**src/rtl/pmem_arbiter.sv**
```systemverilog
// Two-way arbiter sharing the physical-memory port between L2 line-fill reads and EWB
// write-backs, one whole-line transaction at a time, write-first on address match.
module pmem_arbiter #(
    parameter int unsigned ADDR_W     = 12,
    parameter int unsigned OFF_W      = 4,
    parameter int unsigned DATA_W     = 128,
    parameter int unsigned STARVE_MAX = 4
) (
    input  logic                      clk,
    input  logic                      rst_n,

    input  logic                      rd_req,
    input  logic [ADDR_W-1:0]         rd_addr,
    output logic                      rd_ack,
    output logic [DATA_W-1:0]         rd_rdata,

    input  logic                      wb_req,
    input  logic [ADDR_W-1:0]         wb_addr,
    input  logic [DATA_W-1:0]         wb_wdata,
    output logic                      wb_ack,

    output logic                      pmem_read,
    output logic                      pmem_write,
    output logic [ADDR_W+OFF_W-1:0]   pmem_address,
    output logic [DATA_W-1:0]         pmem_wdata,
    input  logic [DATA_W-1:0]         pmem_rdata,
    input  logic                      pmem_resp,

    output logic                      arb_busy
);

    localparam int unsigned CNT_W = $clog2(STARVE_MAX + 1);
    localparam logic [CNT_W-1:0] STARVE_LIM = CNT_W'(STARVE_MAX);

    typedef enum logic [2:0] {
        StIdle,
        StRead,
        StWrite,
        StDoneR,
        StDoneW
    } state_e;

    state_e             state;
    logic [CNT_W-1:0]   starve_cnt;
    logic [ADDR_W-1:0]  addr_lat;
    logic [DATA_W-1:0]  wdata_lat;

    logic addr_match;
    logic force_wr;
    logic grant_wr;
    logic grant_rd;

    // A matching address must go write-first so the read never returns a stale line.
    always_comb begin
        addr_match = rd_req && wb_req && (rd_addr == wb_addr);
        force_wr   = rd_req && wb_req && (starve_cnt == STARVE_LIM);
        grant_wr   = wb_req && (addr_match || force_wr || !rd_req);
        grant_rd   = rd_req && !grant_wr;
    end

    assign pmem_address = {addr_lat, {OFF_W{1'b0}}};
    assign pmem_wdata   = wdata_lat;

    always_ff @(posedge clk) begin
        if (!rst_n) begin
            state      <= StIdle;
            starve_cnt <= '0;
            addr_lat   <= '0;
            wdata_lat  <= '0;
            rd_rdata   <= '0;
            rd_ack     <= 1'b0;
            wb_ack     <= 1'b0;
            pmem_read  <= 1'b0;
            pmem_write <= 1'b0;
            arb_busy   <= 1'b0;
        end else begin
            rd_ack <= 1'b0;
            wb_ack <= 1'b0;
            unique case (state)
                StIdle: begin
                    if (grant_wr) begin
                        state      <= StWrite;
                        addr_lat   <= wb_addr;
                        wdata_lat  <= wb_wdata;
                        pmem_write <= 1'b1;
                        arb_busy   <= 1'b1;
                        starve_cnt <= '0;
                    end else if (grant_rd) begin
                        state     <= StRead;
                        addr_lat  <= rd_addr;
                        pmem_read <= 1'b1;
                        arb_busy  <= 1'b1;
                        if (wb_req && (starve_cnt != STARVE_LIM)) begin
                            starve_cnt <= starve_cnt + CNT_W'(1);
                        end
                    end
                end
                StRead: begin
                    if (pmem_resp) begin
                        rd_rdata  <= pmem_rdata;
                        pmem_read <= 1'b0;
                        rd_ack    <= 1'b1;
                        state     <= StDoneR;
                    end
                end
                StWrite: begin
                    if (pmem_resp) begin
                        pmem_write <= 1'b0;
                        wb_ack     <= 1'b1;
                        state      <= StDoneW;
                    end
                end
                StDoneR, StDoneW: begin
                    state    <= StIdle;
                    arb_busy <= 1'b0;
                end
                default: begin
                    state      <= StIdle;
                    pmem_read  <= 1'b0;
                    pmem_write <= 1'b0;
                    arb_busy   <= 1'b0;
                end
            endcase
        end
    end

endmodule

```
**config.mk**
```make
export PLATFORM = sky130hd
export DESIGN_NAME = pmem_arbiter
export DESIGN_NICKNAME = d
export VERILOG_FILES = /design/src/rtl/pmem_arbiter.sv
export SDC_FILE = /design/constraint.sdc
export NUM_CORES = 1
export LEC_CHECK = 0
export ABC_AREA = 1
export BUFFER_PORTS_ARGS = -buffer_cell sky130_fd_sc_hd__buf_2
export CAP_MARGIN = 20
export CORE_AREA = 5 5 218 220
export CTS_BUF_LIST = sky130_fd_sc_hd__clkbuf_16
export DETAILED_ROUTE_END_ITERATION = 16
export DIE_AREA = 0 0 223 225
export RECOVER_POWER = 50
export SETUP_SLACK_MARGIN = 0.15
export SYNTH_ARGS = -nofsm -noshare
export SYNTH_HDL_FRONTEND = slang
export SYNTH_SLANG_ARGS = --single-unit
```
**constraint.sdc**
```tcl
create_clock -name clk -period 3.4 [get_ports clk]
set_input_delay 0.51 -clock clk [delete_from_list [all_inputs] [get_ports clk]]
set_output_delay 0.51 -clock clk [all_outputs]
set_load 0.05 [all_outputs]
```
# --- Yosys cells after proc, flatten, opt, wreduce, memory -nomap -nowiden ---
# Index checks and enable logic that the tools add are counted.
op_classes:
  n_bitwise: 3
  add_sub_neg: 1
  n_reduce_logical: 26
  mux: 19
  eq_ne: 13
ops:
  columns: ["cell", "n"]
  rows:
  - ["12-bit 2-to-1 mux", 2]
  - ["3-bit 2-to-1 mux", 7]
  - ["12-bit equality test", 1]
  - ["2-bit AND reduction", 6]
  - ["2-bit != test, second input constant", 5]
  - ["3-bit one-hot mux with 3 select lines", 1]
  - ["3-bit AND reduction", 3]
  - ["3-bit by 2-bit equality test with 1-bit output, second input constant", 2]
  - ["3-bit equality test, second input constant", 2]
  - ["1-bit logical AND", 6]
  - ["1-bit 2-to-1 mux", 6]
  - ["3-bit != test, second input constant", 2]
  - ["1-bit one-hot mux with 3 select lines", 2]
  - ["3-bit OR reduction", 2]
  - ["4-bit AND reduction", 1]
  - ["2-bit nonzero test", 2]
  - ["3-bit by 1-bit adder with 3-bit output, second input constant", 1]
  - ["3-bit by 1-bit equality test with 1-bit output, second input constant", 1]
  - ["3-bit zero test", 1]
  - ["1-bit inverter", 3]
  - ["1-bit zero test", 2]
  - ["1-bit logical OR", 2]
  - ["1-bit one-hot mux with 2 select lines", 1]
  - ["2-bit OR reduction", 1]
word_totals:
  reg_bits: 279
  out_inout_bits: 277
  elab_cells: 72
  inputBits: 285

# --- Longest topological paths before layout ---
# Gate-level depths: netlist (run 1).
depth:
  word_depth: 10
  ltp_mapped: 13
  mapped_depth_nobuf: 12

# --- Worst setup path before layout (run 1) ---
# Ideal clock, no wire load.
synth_path:
  path_type: "in2reg"
  start: "in wb_addr[2]"
  end: "reg wdata_lat[18], in the netlist pmem_wdata[18]"
  path_slack_ns: 1.769
  arrival_time_ns: 1.515
  cell_stages: 10
  setup_ns: 0.116
  path_cell_list: "xnor2_1 > nand2_1 > nor2_1 > nand3_2 > nand2_4 > nand2_4 > buf_6 > clkbuf_2 > o21ai_0 > nor2_1"
synth_via:
  elab_chain_cells: 6
synth_lines:
  columns: ["item", "line", "source"]
  rows:
  - ["from (decl)", "18", "input logic [ADDR_W-1:0] wb_addr,"]
  - ["12-bit equality test", "55", "addr_match = rd_req && wb_req && (rd_addr == wb_addr);"]
  - ["1-bit logical AND", "55", null]
  - ["1-bit logical OR (2 in a row)", "57", "grant_wr = wb_req && (addr_match || force_wr || !rd_req);"]
  - ["1-bit logical AND", "57", null]
  - ["2-bit AND reduction (no source line)", null, null]
  - ["to (signal assigned)", "84", "wdata_lat <= wb_wdata;"]
  - ["to (decl)", "46", "logic [DATA_W-1:0] wdata_lat;"]
# No other way between the ends.
# A chain may end at the register's enable or synchronous reset.

# --- Worst setup path in the final report (run 1) ---
layout_path:
  start: "reg starve_cnt[0]"
  end: "reg wdata_lat[57], in the netlist pmem_wdata[57]"
layout_via:
  elab_chain_cells: 6
layout_lines:
  columns: ["item", "line", "source"]
  rows:
  - ["from (decl)", "44", "logic [CNT_W-1:0] starve_cnt;"]
  - ["from (signal assigned)", "94", "starve_cnt <= starve_cnt + CNT_W'(1);"]
  - ["3-bit equality test", "56", "force_wr = rd_req && wb_req && (starve_cnt == STARVE_LIM);"]
  - ["1-bit logical AND", "56", null]
  - ["1-bit logical OR (2 in a row)", "57", null]
  - ["1-bit logical AND", "57", null]
  - ["2-bit AND reduction (no source line)", null, null]
# No other way between the ends.

==> qor.yml, run 1 <==
status: "complete, no violations"
worst_path_max_delay_cell: "nand2_1"
crit_buf_inv: 3
skew_ns: 0.00819
io_pins: 562
num-fill-cells: 4978
swShare_pct: 42.6
cp_cell_sequence: "inv_1 > ha_1 > a21oi_1 > nand2_1 > nand2_4 > clkinv_2 > buf_12 > nor2_1 > nor2_1"
hold_depth: 3
fp.dieArea_um2: 50200
rsz0062_at_grt: "false"
grtUsageTotal_pct: 14.0
synth_area_um2: 10600
power_leakage_nw: 6.01
critPathRequiredTime_ns: 3.85
syn-instance-count: 1347
clock-sinks: 279
grt_pass1_vias: 10400
dr.pass1.iters: 5
max-vdd-ir-drop_mv: 0.452
post-route-drc-count: 0
clockBufferDepth: 3
drive_gt1_share_pct: 21.7
power_density_nw_per_um2: 810
slowest_delay_ns: 0.47
cts_tree: "built"
relSlewSlack_pct: 0.0628
grt_antenna_before_repair: 6
hold_viol: 0
path_class: "register to register"
avgSynthCellArea_um2: 7.83
ant_nets: 0
critPathCaptureType: "register"
cts_inserted_buffers: 31
hold_buffers: 0
synth.distinct_cells: 31
tns_ns: 0
drt-initial-drc-count: 643
cts.clk_slew.worst_paths_ns: 0.06
gp_routability_congestion: 0.893
grt_overflow_total: 0
r2r.worst_path.cells: 9
layout_common_cells: "337 x buf_2, 279 x dfxtp_1, 266 x nor2_1, 218 x clkbuf_1, 193 x nand2_1"
seq_power_share_pct: 35.3
fp.dieH_um: 225
clockPowerShare_pct: 27.9
ctsResizeCount: 0
cp_max_fo: 34
finalCritPeriodShare_pct: 78.7
dp_hpwl_um: 28700
htreeDepth: 1
p_int_mw: 6.67
areaGrowthSynthToFinish_pct: 36.1
insertion_delay_ns: 0.56
finalNonFillerCells: 2473
period_needed_ns: 2.67
synth-seq-cells: 279
port-buffer-count: 557
cp_common_cell: "nor2_1"
crit_family: "simple AND/OR/NAND/NOR gates"
post_cts_buffers: 0
core_area_um2: 45100
hp-class: "input pin to register"
die_w_um: 223
num_rows: 78
ys_seq_area_share_pct: 52.9
final_common_cell: "buf_2"
grt_pass1_wl_um: 57800
path_depth: 9
maxCapViolations: 0
drt-total-wl_um: 39100
cts-root-buf: "clkbuf_16"
grt_max_degree: 148
report.final.slew_viol_count: 0
switchingPower_mw: 4.96
worst_slew_pin_slew_ns: 1.50
critPathArrivalTime_ns: 3.12
fin_nets: 2134
dp.cells: 2414
viasPerCell: 4.45
synth_warnings: 0
avgRoutedWirePerCell_um: 15.8
start_util_pct: 23.4
fmax_mhz: 374
critPathLaunchType: "register"
num_vias: 11000
setup_viol: 0
p_comb_share_pct: 36.7
## flip-flops by register name, summed over array words and instances (netlist names)
signal / cells
wb_ack: 1
rd_rdata: 128
rd_ack: 1
pmem_wdata: 128
pmem_read: 1
pmem_write: 1
addr_lat: 12
arb_busy: 1
state: 3
starve_cnt: 3
## worst min-delay path, stage by stage
cell,delay (ns)
buf_2,0.07
o21ai_1,0.05
nor2_1,0.07
## cells in the mapped netlist
cell | count | area, µm²
a21oi_1 | 134 | 671
clkinv_2 | 1 | 5.00
a21oi_2 | 1 | 8.76
nand2_4 | 2 | 22.5
o221a_2 | 1 | 11.3
buf_2 | 32 | 160
o21ai_1 | 27 | 135
a21o_1 | 1 | 7.51
buf_1 | 2 | 7.51
clkinv_1 | 1 | 3.75
a221oi_1 | 1 | 8.76
buf_12 | 11 | 220
nor2_2 | 2 | 12.5
buf_6 | 4 | 45.0
nand2_1 | 193 | 724
nor3_1 | 3 | 15.0
nand3_2 | 1 | 10.0
nor2_1 | 265 | 995
o21a_1 | 13 | 97.6
xnor2_1 | 4 | 35.0
conb_1 | 1 | 3.75
inv_1 | 41 | 154
nor2_4 | 1 | 11.3
nand3_1 | 160 | 801
buf_4 | 4 | 30.0
o21ai_0 | 103 | 515
ha_1 | 2 | 25.0
dfxtp_1 | 279 | 5590
clkbuf_1 | 47 | 176
nand3b_1 | 1 | 7.51
clkbuf_2 | 9 | 45.0
## layout make-up
class                   count  area, µm²  area share [%]
well taps                 600        751            5.23
inverters                  43        165            1.15
clock inverters            24        205            1.43
clock buffers              31        776            5.40
diodes                      4       10.0          0.0697
repair buffers            573       2740            19.1
multi-input cells         919       4130            28.7
flip-flops and latches    279       5590            38.9
## routing by layer
metal  up-vias  track usage, %  part of all wire (%)
li1       5397               -                     -
met1      5123            16.7                    40
met2       391            24.0                    49
met3        91            3.45                   7.0
met4         2            5.85                   3.9
met5         -               0                 0.033
## metrics by stage
| stage | utilization [%] | cell area, µm² | power (mW) | setup slack, ns | hold slack [ns] |
|---|---|---|---|---|---|
| after global routing | 31.8 | 14400 | 12.2 | 0.477 | 0.176 |
| after floorplan | - | 10600 | 7.48 | 1.77 | 0.460 |
| after detailed placement | 30.3 | 13700 | 8.59 | 0.896 | 0.450 |
| after CTS | 32.5 | 14600 | 11.9 | 0.957 | 0.147 |
| final | 31.8 | 14400 | 11.6 | 0.725 | 0.186 |
| after global placement | 30.3 | 13700 | 8.54 | 0.940 | 0.445 |
## cells by family (layout without fill, tap and decap cells)
kind of cell / Yosys count / after routing / share of synthesized area (%)
simple gates: 628 / 628 / 24.6
compound gates: 281 / 281 / 13.8
flops: 279 / 279 / 52.9
buf+inv: 152 / 671 / 8.03
xor+xnor: 4 / 4 / 0.332
fa+ha+maj: 2 / 2 / 0.237
other cells: 1 / 8 / 0.0355
## worst paths after layout
check	startpoint	endpoint	slack, ns
worst max-delay path	starve_cnt[0]$_SDFFE_PN0P_	pmem_wdata[57]$_SDFFE_PN0P_	0.73
worst min-delay path	wb_wdata[13]	pmem_wdata[13]$_SDFFE_PN0P_	0.19
worst max register to register	starve_cnt[0]$_SDFFE_PN0P_	pmem_wdata[57]$_SDFFE_PN0P_	0.73
worst min register to register	pmem_read$_SDFFE_PN0P_	pmem_read$_SDFFE_PN0P_	0.46
## power by group through the flow
stage / Combinational (mW) / Clock [mW] / Sequential, mW
floorplan: 1.52 / 0 / 5.96
global route: 4.57 / 3.49 / 4.17
finish: 4.27 / 3.25 / 4.11
detailed placement: 4.43 / 0 / 4.16
CTS: 4.44 / 3.36 / 4.10
global placement: 4.39 / 0 / 4.15
Power figures use the tool's default switching activity.
==> run 2, diff against run 1 <==
--- a/config.mk
+++ b/config.mk
@@ -5,7 +5,7 @@
 export SDC_FILE = /design/constraint.sdc
 export NUM_CORES = 1
 export LEC_CHECK = 0
-export ABC_AREA = 1
+export ABC_AREA = 0
 export BUFFER_PORTS_ARGS = -buffer_cell sky130_fd_sc_hd__buf_2
 export CAP_MARGIN = 20
 export CORE_AREA = 5 5 218 220
==> constraint.sdc (replaced) <==
create_clock -name clk -period 2.3 [get_ports clk]
set_input_delay 0.345 -clock clk [delete_from_list [all_inputs] [get_ports clk]]
set_output_delay 0.345 -clock clk [all_outputs]
set_load 0.05 [all_outputs]
==> run 2 against run 1 <==
  * Sequential power up 40%
  * Power grew 30%
  * Largest power group is now registers
  * First-iteration DRC count is 26% lower
==> qor.yml, run 2 <==
status: "complete, no violations"
gr-usage-met1_pct: 16.2
synth_fa_ha_area_share_pct: 0.232
hold_buffers: 91
die_w_um: 223
hold_depth: 3
areaGrowthSynthToFinish_pct: 45.1
synth_warnings: 0
ctsResizeCount: 0
cts_inserted_buffers: 30
num_vias: 11000
period_needed_ns: 1.94
synthXorXnorAreaFrac_pct: 1.06
rr_endpoint: "rd_rdata[33]$_SDFFE_PN0P_"
skew_ns: 0.00834
cp_cell_sequence: "nor2_1 > nand2_1 > nor2_1 > buf_12 > buf_12 > nand2_1 > a21oi_1"
synth-seq-cells: 279
grt_max_degree: 103
async_flop_share_pct: 0
r2r_start: "state[2]$_SDFFE_PN0P_"
synth.distinct_cells: 37
grt_pass1_wl_um: 60100
core_area_um2: 45100
avgSynthCellArea_um2: 8.48
grt_overflow_total: 0
htreeDepth: 1
viasPerCell: 4.37
clock-sinks: 279
relSlewSlack_pct: 45.5
hp-class: "input pin to register"
fp.dieH_um: 225
post_cts_buffers: 0
clockBufferDepth: 3
power_density_nw_per_um2: 967
reg2reg_slack_ns: 0.36
ys_seq_area_share_pct: 51.8
grt-busiest-layer: "met2"
setup_viol: 0
drt-initial-drc-count: 479
fin_nets: 2181
slowest_delay_ns: 0.42
cts.clk_slew.worst_paths_ns: 0.06
io_pins: 562
avgRoutedWirePerCell_um: 15.8
grtUsageTotal_pct: 14.6
worst_path_max_delay_cell: "dfxtp_1"
r2r.worst_path.cells: 7
critPathCaptureType: "register"
synth_area_um2: 10800
synth_top_family_by_area: "simple AND/OR/NAND/NOR gates"
use_met2_pct: 25.9
critPathLaunchType: "register"
holdCritStartpoint: "pmem_rdata[56]"
port-buffer-count: 557
worst_slew_pin_slew_ns: 0.822
final_common_cell: "nand2_1"
num_rows: 78
post-route-drc-count: 0
finalNonFillerCells: 2518
dr.pass1.iters: 8
critPathArrivalTime_ns: 2.41
drive_gt1_share_pct: 19.5
synth_compound_area_share_pct: 8.76
grt_pass1_vias: 10900
grt_antenna_before_repair: 8
power_leakage_nw: 6.17
min_to: "rd_rdata[56]$_SDFFE_PN0P_"
grt_use_met3_pct: 5.08
synth-main-ff-cell: "dfxtp_1"
yosys.area.top_type_share_pct: 51.8
syn-instance-count: 1271
max-vdd-ir-drop_mv: 0.598
fmax_mhz: 516
fin_util_pct: 34.7
layout_common_cells: "521 x nand2_1, 286 x buf_2, 279 x dfxtp_1, 270 x clkbuf_1, 138 x a21oi_1"
ant_nets: 0
path_class: "register to register"
hold_viol: 0
yosys-top-cells-area: "dfxtp_1 52%, nand2_1 18%, mux2i_1 12%"
finalCritPeriodShare_pct: 84.2
rsz0062_at_grt: "false"
synth_edf_count: 0
gp_routability_congestion: 0.895
report.final.slew_viol_count: 0
yosys-mux-area-fraction_pct: 11.9
insertion_delay_ns: 0.56
start_util_pct: 23.9
yosysMostFrequentCell: "nand2_1"
critPathRequiredTime_ns: 2.78
drt-total-wl_um: 39800
cts_tree: "built"
maxCapViolations: 0
cts-root-buf: "clkbuf_16"
yosys-top-cells-count: "521 x nand2_1, 279 x dfxtp_1, 138 x a21oi_1"
dp_hpwl_um: 30100
num-fill-cells: 4736
dp.cells: 2371
fp.dieArea_um2: 50200
cp_max_fo: 58
tns_ns: 0
yosysTopAreaCell: "dfxtp_1"
synthSimpleGateAreaFrac_pct: 20.5
==> run 2: cells by family after synthesis <==
| kind of cell | after synthesis |
|---|---|
| flip-flops | 279 |
| adder cells (fa/ha/maj) | 2 |
| AO/OA/AOI/OAI | 175 |
| other | 1 |
| XOR/XNOR | 13 |
| AND/OR/NAND/NOR | 567 |
| multiplexers | 128 |
| buffers and inverters | 106 |
==> run 2: critical path, delay by kind of cell (launching register included) <==
kind	cells	cell delay, ns
buffers and inverters	2	0.51
DFF	1	0.42
and+or+nand+nor	4	0.70
AOI/OAI and AO/OA	1	0.17
==> run 2: how the worst max path moves through the flow <==
stage	start	endpoint	slack (ns)	depth (start not counted)
after floorplan	wb_addr[11]	pmem_wdata[100]$_SDFFE_PN0P_	0.54	7
after global placement	wb_addr[3]	pmem_wdata[20]$_SDFFE_PN0P_	0.18	8
after detailed placement	wb_addr[3]	pmem_wdata[108]$_SDFFE_PN0P_	0.15	8
after CTS	starve_cnt[0]$_SDFFE_PN0P_	pmem_wdata[108]$_SDFFE_PN0P_	0.37	9
after global routing	state[2]$_SDFFE_PN0P_	rd_rdata[33]$_SDFFE_PN0P_	0.18	7
final	state[2]$_SDFFE_PN0P_	rd_rdata[33]$_SDFFE_PN0P_	0.36	7
==> run 2: area by class of cell <==
type,instances,area [µm²],area share (%)
antenna,3,7.51,0.0480
clock buffer,31,776,4.96
clock inverter,22,140,0.896
inverter,7,28.8,0.184
multi-input combinational,889,4600,29.4
sequential,279,5590,35.7
tap,600,751,4.80
timing repair buffer,687,3750,24.0
==> run 2: layer usage <==
metal / vias up / part of all wire, %
met2: 493 / 48
met4: 10 / 4.0
met1: 5041 / 38
li1: 5372 / -
met5: - / 0.18
met3: 79 / 9.2
==> run 2: metrics by stage <==
stage          worst slack (ns)  instance area, µm²  hold WS (ns)  total power [mW]
6_report                  0.363               15600        0.0270              15.1
5_1_grt                   0.178               15600        0.0107              15.9
4_1_cts                   0.366               16000       0.00103              15.5
3_5_place_dp              0.153               14100         0.444              10.7
3_3_place_gp              0.184               14100         0.438              10.7
2_1_floorplan             0.536               10800         0.449              9.36
==> run 2: where the power goes <==
group,total [mW],switching (mW),internal [mW]
Sequential,5.75,0.329,5.42
Combinational,4.83,3.58,1.24
Clock,4.54,1.91,2.62
Total,15.1,5.83,9.28
